===== src/rtl/uart_pkg.sv =====
// rtl/uart_pkg.sv - shared UART types, constants and bit-period helper
package uart_pkg;

  localparam int DATA_BITS   = 8;
  localparam int DEF_CLKFREQ = 12000000;
  localparam int DEF_BAUD    = 115200;

  typedef enum logic [2:0] {
    IDLE   = 3'd0,
    START  = 3'd1,
    DATA   = 3'd2,
    PARITY = 3'd3,
    STOP   = 3'd4,
    BRK    = 3'd5
  } state_e;

  // Clocks per bit; integer division, so baud error is the caller's concern.
  function automatic int calc_cpb(input int clkfreq, input int baud);
    return clkfreq / baud;
  endfunction

endpackage


===== src/rtl/uart_sync.sv =====
// rtl/uart_sync.sv - two-flop synchroniser for an asynchronous input pin
module uart_sync #(
  parameter logic RST_VAL = 1'b1
) (
  input  logic clk,
  input  logic rst_n,
  input  logic i_d,
  output logic o_q
);

  logic r_q1;
  logic r_q2;

  always_ff @(posedge clk or negedge rst_n) begin
    if (!rst_n) begin
      r_q1 <= RST_VAL;
      r_q2 <= RST_VAL;
    end else begin
      r_q1 <= i_d;
      r_q2 <= r_q1;
    end
  end

  assign o_q = r_q2;

endmodule


===== src/rtl/uart_rx.sv =====
// rtl/uart_rx.sv - 8N1 UART receiver with framing error and break hold-off
// Optional parity bit and parity_err when UART_RX_PARITY_EN is defined.
module uart_rx
  import uart_pkg::*;
#(
  parameter int CLKFREQ = DEF_CLKFREQ,
  parameter int BAUD    = DEF_BAUD
`ifdef UART_RX_PARITY_EN
  ,
  parameter logic PARITY_ODD = 1'b0
`endif
) (
  input  logic       clk,
  input  logic       rst_n,
  input  logic       rx,
  output logic [7:0] data,
  output logic       valid,
  output logic       frame_err,
  output logic       parity_err,
  output logic       busy
);

  localparam int CPB  = calc_cpb(CLKFREQ, BAUD);
  localparam int HALF = CPB / 2;
  localparam int TW   = $clog2(CPB);
  localparam int IW   = $clog2(DATA_BITS);

  localparam logic [TW-1:0] HALF_LAST = TW'(HALF - 1);
  localparam logic [TW-1:0] BIT_LAST  = TW'(CPB - 1);
  localparam logic [IW-1:0] IDX_LAST  = IW'(DATA_BITS - 1);

  localparam logic [2:0] S_IDLE   = IDLE;
  localparam logic [2:0] S_START  = START;
  localparam logic [2:0] S_DATA   = DATA;
  localparam logic [2:0] S_PARITY = PARITY;
  localparam logic [2:0] S_STOP   = STOP;
  localparam logic [2:0] S_BRK    = BRK;

`ifdef UART_RX_PARITY_EN
  localparam logic [2:0] S_AFTER_DATA = S_PARITY;
`else
  localparam logic [2:0] S_AFTER_DATA = S_STOP;
`endif

  logic                 w_rx_s;
  logic                 w_half;
  logic                 w_bit_end;
  logic [2:0]           r_state;
  logic [TW-1:0]        r_timer;
  logic [IW-1:0]        r_bit_idx;
  logic [DATA_BITS-1:0] r_shift;
  logic [7:0]           r_data;
  logic                 r_valid;
  logic                 r_frame_err;

  uart_sync #(
    .RST_VAL(1'b1)
  ) u_sync (
    .clk  (clk),
    .rst_n(rst_n),
    .i_d  (rx),
    .o_q  (w_rx_s)
  );

  assign w_half    = (r_timer == HALF_LAST);
  assign w_bit_end = (r_timer == BIT_LAST);

`ifdef UART_RX_PARITY_EN
  logic r_par_bit;
  logic r_parity_err;
  logic w_par_bad;

  assign w_par_bad  = ((^r_shift) ^ PARITY_ODD) != r_par_bit;
  assign parity_err = r_parity_err;

  always_ff @(posedge clk or negedge rst_n) begin
    if (!rst_n) begin
      r_par_bit    <= 1'b0;
      r_parity_err <= 1'b0;
    end else begin
      r_parity_err <= 1'b0;
      if (w_bit_end && r_state == S_PARITY) begin
        r_par_bit <= w_rx_s;
      end
      // Reported on the stop-bit decision cycle, alongside any frame_err.
      if (w_bit_end && r_state == S_STOP) begin
        r_parity_err <= w_par_bad;
      end
    end
  end
`else
  logic w_par_bad;

  assign w_par_bad  = 1'b0;
  assign parity_err = 1'b0;
`endif

  always_ff @(posedge clk or negedge rst_n) begin
    if (!rst_n) begin
      r_state     <= S_IDLE;
      r_timer     <= '0;
      r_bit_idx   <= '0;
      r_shift     <= '0;
      r_data      <= 8'h00;
      r_valid     <= 1'b0;
      r_frame_err <= 1'b0;
    end else begin
      r_valid     <= 1'b0;
      r_frame_err <= 1'b0;
      case (r_state)
        S_IDLE: begin
          r_timer <= '0;
          if (!w_rx_s) begin
            r_state <= S_START;
          end
        end
        S_START: begin
          // Mid-start-bit check rejects glitches shorter than half a bit.
          if (w_half) begin
            r_timer   <= '0;
            r_bit_idx <= '0;
            r_state   <= w_rx_s ? S_IDLE : S_DATA;
          end else begin
            r_timer <= r_timer + 1'b1;
          end
        end
        S_DATA: begin
          if (w_bit_end) begin
            r_timer   <= '0;
            r_shift   <= {w_rx_s, r_shift[DATA_BITS-1:1]};
            r_bit_idx <= r_bit_idx + 1'b1;
            if (r_bit_idx == IDX_LAST) begin
              r_state <= S_AFTER_DATA;
            end
          end else begin
            r_timer <= r_timer + 1'b1;
          end
        end
`ifdef UART_RX_PARITY_EN
        S_PARITY: begin
          if (w_bit_end) begin
            r_timer <= '0;
            r_state <= S_STOP;
          end else begin
            r_timer <= r_timer + 1'b1;
          end
        end
`endif
        S_STOP: begin
          if (w_bit_end) begin
            r_timer <= '0;
            if (w_rx_s) begin
              if (!w_par_bad) begin
                r_data  <= r_shift;
                r_valid <= 1'b1;
              end
              r_state <= S_IDLE;
            end else begin
              r_frame_err <= 1'b1;
              r_state     <= S_BRK;
            end
          end else begin
            r_timer <= r_timer + 1'b1;
          end
        end
        S_BRK: begin
          // Hold off until the line releases so a break is not seen as starts.
          if (w_rx_s) begin
            r_state <= S_IDLE;
          end
        end
        default: begin
          r_state <= S_IDLE;
        end
      endcase
    end
  end

  assign data      = r_data;
  assign valid     = r_valid;
  assign frame_err = r_frame_err;
  assign busy      = (r_state != S_IDLE);

endmodule


===== config.mk =====
export PLATFORM = sky130hd
export DESIGN_NAME = uart_rx
export DESIGN_NICKNAME = d
export VERILOG_FILES = /design/src/rtl/uart_pkg.sv /design/src/rtl/uart_sync.sv /design/src/rtl/uart_rx.sv
export SDC_FILE = /design/constraint.sdc
export NUM_CORES = 1
export LEC_CHECK = 0
export ABC_AREA = 1
export ABC_CLOCK_PERIOD_IN_PS = 2050
export CAP_MARGIN = 10
export CORE_MARGIN = 4
export CORE_UTILIZATION = 50
export DETAILED_ROUTE_END_ITERATION = 8
export GPL_TIMING_DRIVEN = 1
export PLACE_DENSITY = 0.76
export SYNTH_ARGS = -nofsm -noshare
export SYNTH_HDL_FRONTEND = slang
export SYNTH_SLANG_ARGS = --single-unit

===== constraint.sdc =====
create_clock -name clk -period 2.05 [get_ports clk]
set_input_delay 0.41 -clock clk [delete_from_list [all_inputs] [get_ports clk]]
set_output_delay 0.41 -clock clk [all_outputs]
set_load 0.05 [all_outputs]

# After elaboration in Yosys (flattened, before gate mapping)
# Cells that the tools add are included.
[word_totals] elab_cells=54 input_bits=3 out_inout_bits=12 register_bits=33
[classes] eq_ne=13 n_mux=21 n_reduce_logical=9 n_addsub=2
[op_table] op="2-to-1 mux 3 bit" count=9
[op_table] op="one-hot mux 7 bit (3 select lines)" count=1
[op_table] op="one-hot mux 3 bit (5 select lines)" count=1
[op_table] op="2-to-1 mux 7 bit" count=2
[op_table] op="!= test 2 bit (second input constant)" count=5
[op_table] op="== test 3 bit (second input constant)" count=3
[op_table] op="adder 7 x 1 -> 7 bit (second input constant)" count=1
[op_table] op="== test 7 x 6 -> 1 bit (second input constant)" count=1
[op_table] op="== test 7 bit (second input constant)" count=1
[op_table] op="2-to-1 mux 1 bit" count=6
[op_table] op="one-hot mux 3 bit (2 select lines)" count=1
[op_table] op="AND reduction 3 bit" count=2
[op_table] op="AND reduction 6 bit" count=1
[op_table] op="nonzero test 3 bit" count=2
[op_table] op="adder 3 x 1 -> 3 bit (second input constant)" count=1
[op_table] op="== test 3 x 1 -> 1 bit (second input constant)" count=1
[op_table] op="== test 3 x 2 -> 1 bit (second input constant)" count=1
[op_table] op="logical NOT 3 bit" count=1
[op_table] op="2-to-1 mux 2 bit" count=1
[op_table] op="!= test 2 x 1 -> 1 bit (second input constant)" count=1
[op_table] op="AND reduction 2 bit" count=1
[op_table] op="nonzero test 2 bit" count=1
[op_table] op="OR reduction 2 bit" count=1

# Logic depth before layout (Yosys ltp)
[logic_depth] depth_word=4 depth_mapped=10 depth_no_buf=9

# By module
# A second synthesis with hierarchy kept.
[unflattened] cells_unflattened=194 area_unflattened_um2=1744.2
[modules_own_cells] mod="uart_rx" area_each_um2=1691.6 instances=1 cells_per_inst=192 seq_area_each_um2=775.7
[modules_own_cells] mod="uart_sync" area_each_um2=52.6 instances=1 cells_per_inst=2 seq_area_each_um2=52.6

# Least setup slack after synthesis
# OpenSTA, ideal clock, no wires.
[synth_timing] kind="flip-flop to flip-flop" startpoint="register r_timer[0]" endpoint="register r_data[0], in the netlist data[0]" setup_time_ns=0.126 path_buffers=1 slack_ns=0.617 path_stages_with_launch=8 t_arrival_ns=1.306 required_ns=1.924 period_less_slack_ns=1.433 path_cell_list="dfrtp_1 ha_1 nand2_2 nor2_2 nand2_2 nor3_4 buf_6 o21ai_0"
[synth_between] elab_chain_cells=2
[synth_lines] element="start: declaration" line_no="uart_rx.sv:49" source="logic [TW-1:0] r_timer;"
[synth_lines] element="start signal: assignment" line_no="uart_rx.sv:124" source="r_timer <= r_timer + 1'b1;"
[synth_lines] element="start signal: assignment" line_no="uart_rx.sv:136" source="r_timer <= r_timer + 1'b1;"
[synth_lines] element="start signal: assignment" line_no="uart_rx.sv:163" source="r_timer <= r_timer + 1'b1;"
[synth_lines] element="== test 7 bit" line_no="uart_rx.sv:66" source="assign w_bit_end = (r_timer == BIT_LAST);"
[synth_lines] element="AND reduction 3 bit (no line)"
[synth_lines] element="end signal: assignment" line_no="uart_rx.sv:154" source="r_data <= r_shift;"
[synth_lines] element="end: declaration" line_no="uart_rx.sv:52" source="logic [7:0] r_data;"
# No other way between the ends.
# A chain may end at the register's enable or synchronous reset.

# Worst setup path in the final report
[layout_timing] startpoint="register r_data[5], in the netlist data[5]" endpoint="output port data[5]"
[layout_rtl] element="end: declaration" line_no="uart_rx.sv:16" source="output logic [7:0] data,"
# No word-level cell between the ends.

==> flow_summary.yaml <==
timing:
  drv_slew: 0
  finalCritPeriodShare: 0.934
  worst_slew_pin_slew_ns: 0.503
  rsz0062_at_grt: "false"
  fin_tns_setup_ns: 0
  fmax_ghz: 0.523
  finClkSkew_ns: 0.0146
  hold_slack_ns: 0.362
  hold_viol: 0
  setup-violations-final: 0
  fin_crit_ns: 1.91
  slew_headroom: 0.664
hold_path:
  hold_path.class: "reg2reg"
setup_path:
  path_max_fanout: 2
  cpPeakStageDelay_ns: 0.80
  required_ns: 1.64
  critPathTopFamily: "buffers and inverters"
  cp.arrival_ns: 1.50
  critPathKind: "reg2out"
  path_buf_inv: 1
  startpoint_type: "register"
  endpoint_kind: "output port"
  crit_slowest_cell: "clkdlybuf4s50_1"
  worstPathCellList: "clkdlybuf4s50_1"
synthesis:
  synth_top_family_by_area: "simple AND/OR/NAND/NOR gates"
  synthCells: 183
  synth_seq_cells: 33
  yosys.area_share.xor_xnor: 0.0226
  yosysTopAreaCell: "dfrtp_1"
  syn-cell-area_um2: 1550
  synth_nets: 189
  syn_avg_cell_area_um2: 8.48
  synth_simple_gate_area_frac: 0.254
  synthArstFlopShare: 1.00
  synth_top_area_share: 0.500
  yosysWarnings: 0
  synth_compound_area_frac: 0.0847
  yosys-top-cells-count: "nand2_1 (64), dfrtp_1 (31), inv_1 (21), o21ai_0 (19), nor2_1 (11)"
  synthFlopType: "dfrtp_1"
  synth_edf_count: 0
  ys_seq_area_frac: 0.534
  synth_mux_area_frac: 0
  synth_cell_types: 23
  synth.most_common_cell: "nand2_1"
  synth_area_leaders: "dfrtp_1 (50%), nand2_1 (15%), o21ai_0 (6.1%)"
  yosys.area_share.adder: 0.0242
floorplanning:
  io_pins: 15
  start_util: 0.544
  fp.dieH_um: 63.7
  dieArea_um2: 4060
  rows: 19
  core_um2: 2850
  die_w_um: 63.7
routing:
  vias: 1196
  viasPerCell: 5.11
  ant_nets: 0
  wire_per_inst_um: 12.0
  post-route-drc-count: 0
  dr.pass1.iters: 4
  wl_um: 2800
  drtIter0Drc: 67
cells_and_area:
  n_antenna_cell: 0
  final_cells: 234
  areaGrowthSynthToFinish_pct: 15.2
  fillers: 251
  post_route_cells_drive_above_1_share: 0.118
  fin_nets: 208
grt:
  met3_usage: 0.0497
  overflow: 0
  gr-usage-met1: 0.189
  antenna_found_initial: 0
  grt_max_degree: 34
  grt-busiest-layer: "met2"
  grt_usage: 0.159
  grt_pass1_wl_um: 4930
  grt_use_met2: 0.249
  grt_pass1_vias: 1133
power_and_ir_drop:
  power_leakage_nw: 0.936
  p_comb_frac: 0.023
  p_sw_w: 0.000232
  clockPowerShare: 0.376
  vdd.ir_drop.worst_mv: 0.402
  intPower_w: 0.000859
  p_per_area_nw_per_um2: 610
  power_frac_seq: 0.601
  power.switching_fraction: 0.213
cts:
  clockRootBuffer: "clkbuf_4"
  cts_tree: "built"
  cts.clk_slew.worst_paths_ns: 0.09
  cts.sinks: 33
  cts-hold-fix-buffers: 0
  cts_made_buffers: 5
  clock_latency_ns: 0.34
  cts_buffer_depth: 2
  htreeDepth: 2
place:
  port_buffers: 13
  dp.cells: 224
  place_congestion: 0.877
  dp_hpwl_um: 2010
flow_run:
  cap_violations: 0
outcome:
  status: "finished clean"
sequential cells by signal (all words and copies together) (netlist names), 3 cells and up:
name,flops
r_state,3
r_shift,8
data,8
r_bit_idx,3
r_timer,7
cells in the final DEF (no fill, tap or decap), drive strengths merged:
cell type	instances
clkbuf	7
conb	1
xnor2	1
nand3	6
dfstp	2
nand2	69
clkdlybuf4s50	12
xor2	3
dfrtp	31
o21ai	20
buf	5
clkinv	1
o21bai	2
ha	3
nor3	3
nand3b	1
inv	21
o22ai	2
nor2	13
final cells by class:
class / instances / area [um^2] / area share
repair buffers: 17 / 170 / 0.0952
flip-flops and latches: 33 / 828 / 0.463
clock inverters: 1 / 5.00 / 0.00280
inverters: 21 / 78.8 / 0.0441
well taps: 31 / 38.8 / 0.0217
clock buffers: 7 / 65.1 / 0.0364
multi-input cells: 124 / 602 / 0.337
power by group through the flow:
stage               clock network [W]   logic (W)  registers (W)
floorplan                           0  0.00000935       0.000668
global placement                    0   0.0000257       0.000668
detailed placement                  0   0.0000262       0.000668
CTS                          0.000427   0.0000263       0.000655
global route                 0.000458   0.0000293       0.000656
finish                       0.000410   0.0000252       0.000655
cells by family after synthesis:
kind of cell | after synthesis
adder cells (fa/ha/maj) | 3
AO/OA/AOI/OAI | 24
XOR/XNOR | 4
AND/OR/NAND/NOR | 92
other | 1
buffers and inverters | 26
flip-flops | 33
through the flow:
step / utilization / cell area, um^2 / total power (W) / setup slack [ns]
finish: 0.627 / 1790 / 0.00109 / 0.136
global route: 0.627 / 1790 / 0.00114 / 0.0808
CTS: 0.617 / 1760 / 0.00111 / 0.116
detailed placement: 0.593 / 1690 / 0.000694 / 0.194
global placement: 0.593 / 1690 / 0.000694 / 0.338
floorplan: - / 1550 / 0.000677 / 0.617
routing by layer:
layer	vias up	wire length, um
met1	560	1270
met5	-	0
met2	27	1340
met4	0	72
li1	601	-
met3	8	127
final timing paths:
path | startpoint | cells after the start | slack [ns] | endpoint
setup / recovery | data[5]$_DFFE_PN0P_ | 1 | 0.14 | data[5]
hold / removal | u_sync.r_q1$_DFF_PN1_ | 0 | 0.36 | u_sync.o_q$_DFF_PN1_
setup reg to reg | r_timer[0]$_DFFE_PN0P_ | 9 | 0.32 | data[1]$_DFFE_PN0P_
hold reg to reg | u_sync.r_q1$_DFF_PN1_ | 0 | 0.36 | u_sync.o_q$_DFF_PN1_
max in group asynchronous | rst_n | 2 | 1.26 | u_sync.o_q$_DFF_PN1_
min in group asynchronous | rst_n | 2 | 0.45 | r_timer[6]$_DFFE_PN0P_
repair_timing:
action,in CTS,in global routing
setup endpoints to repair,0,6
setup buffers,0,2
resized for setup,0,0
Power figures use the tool's default switching activity.
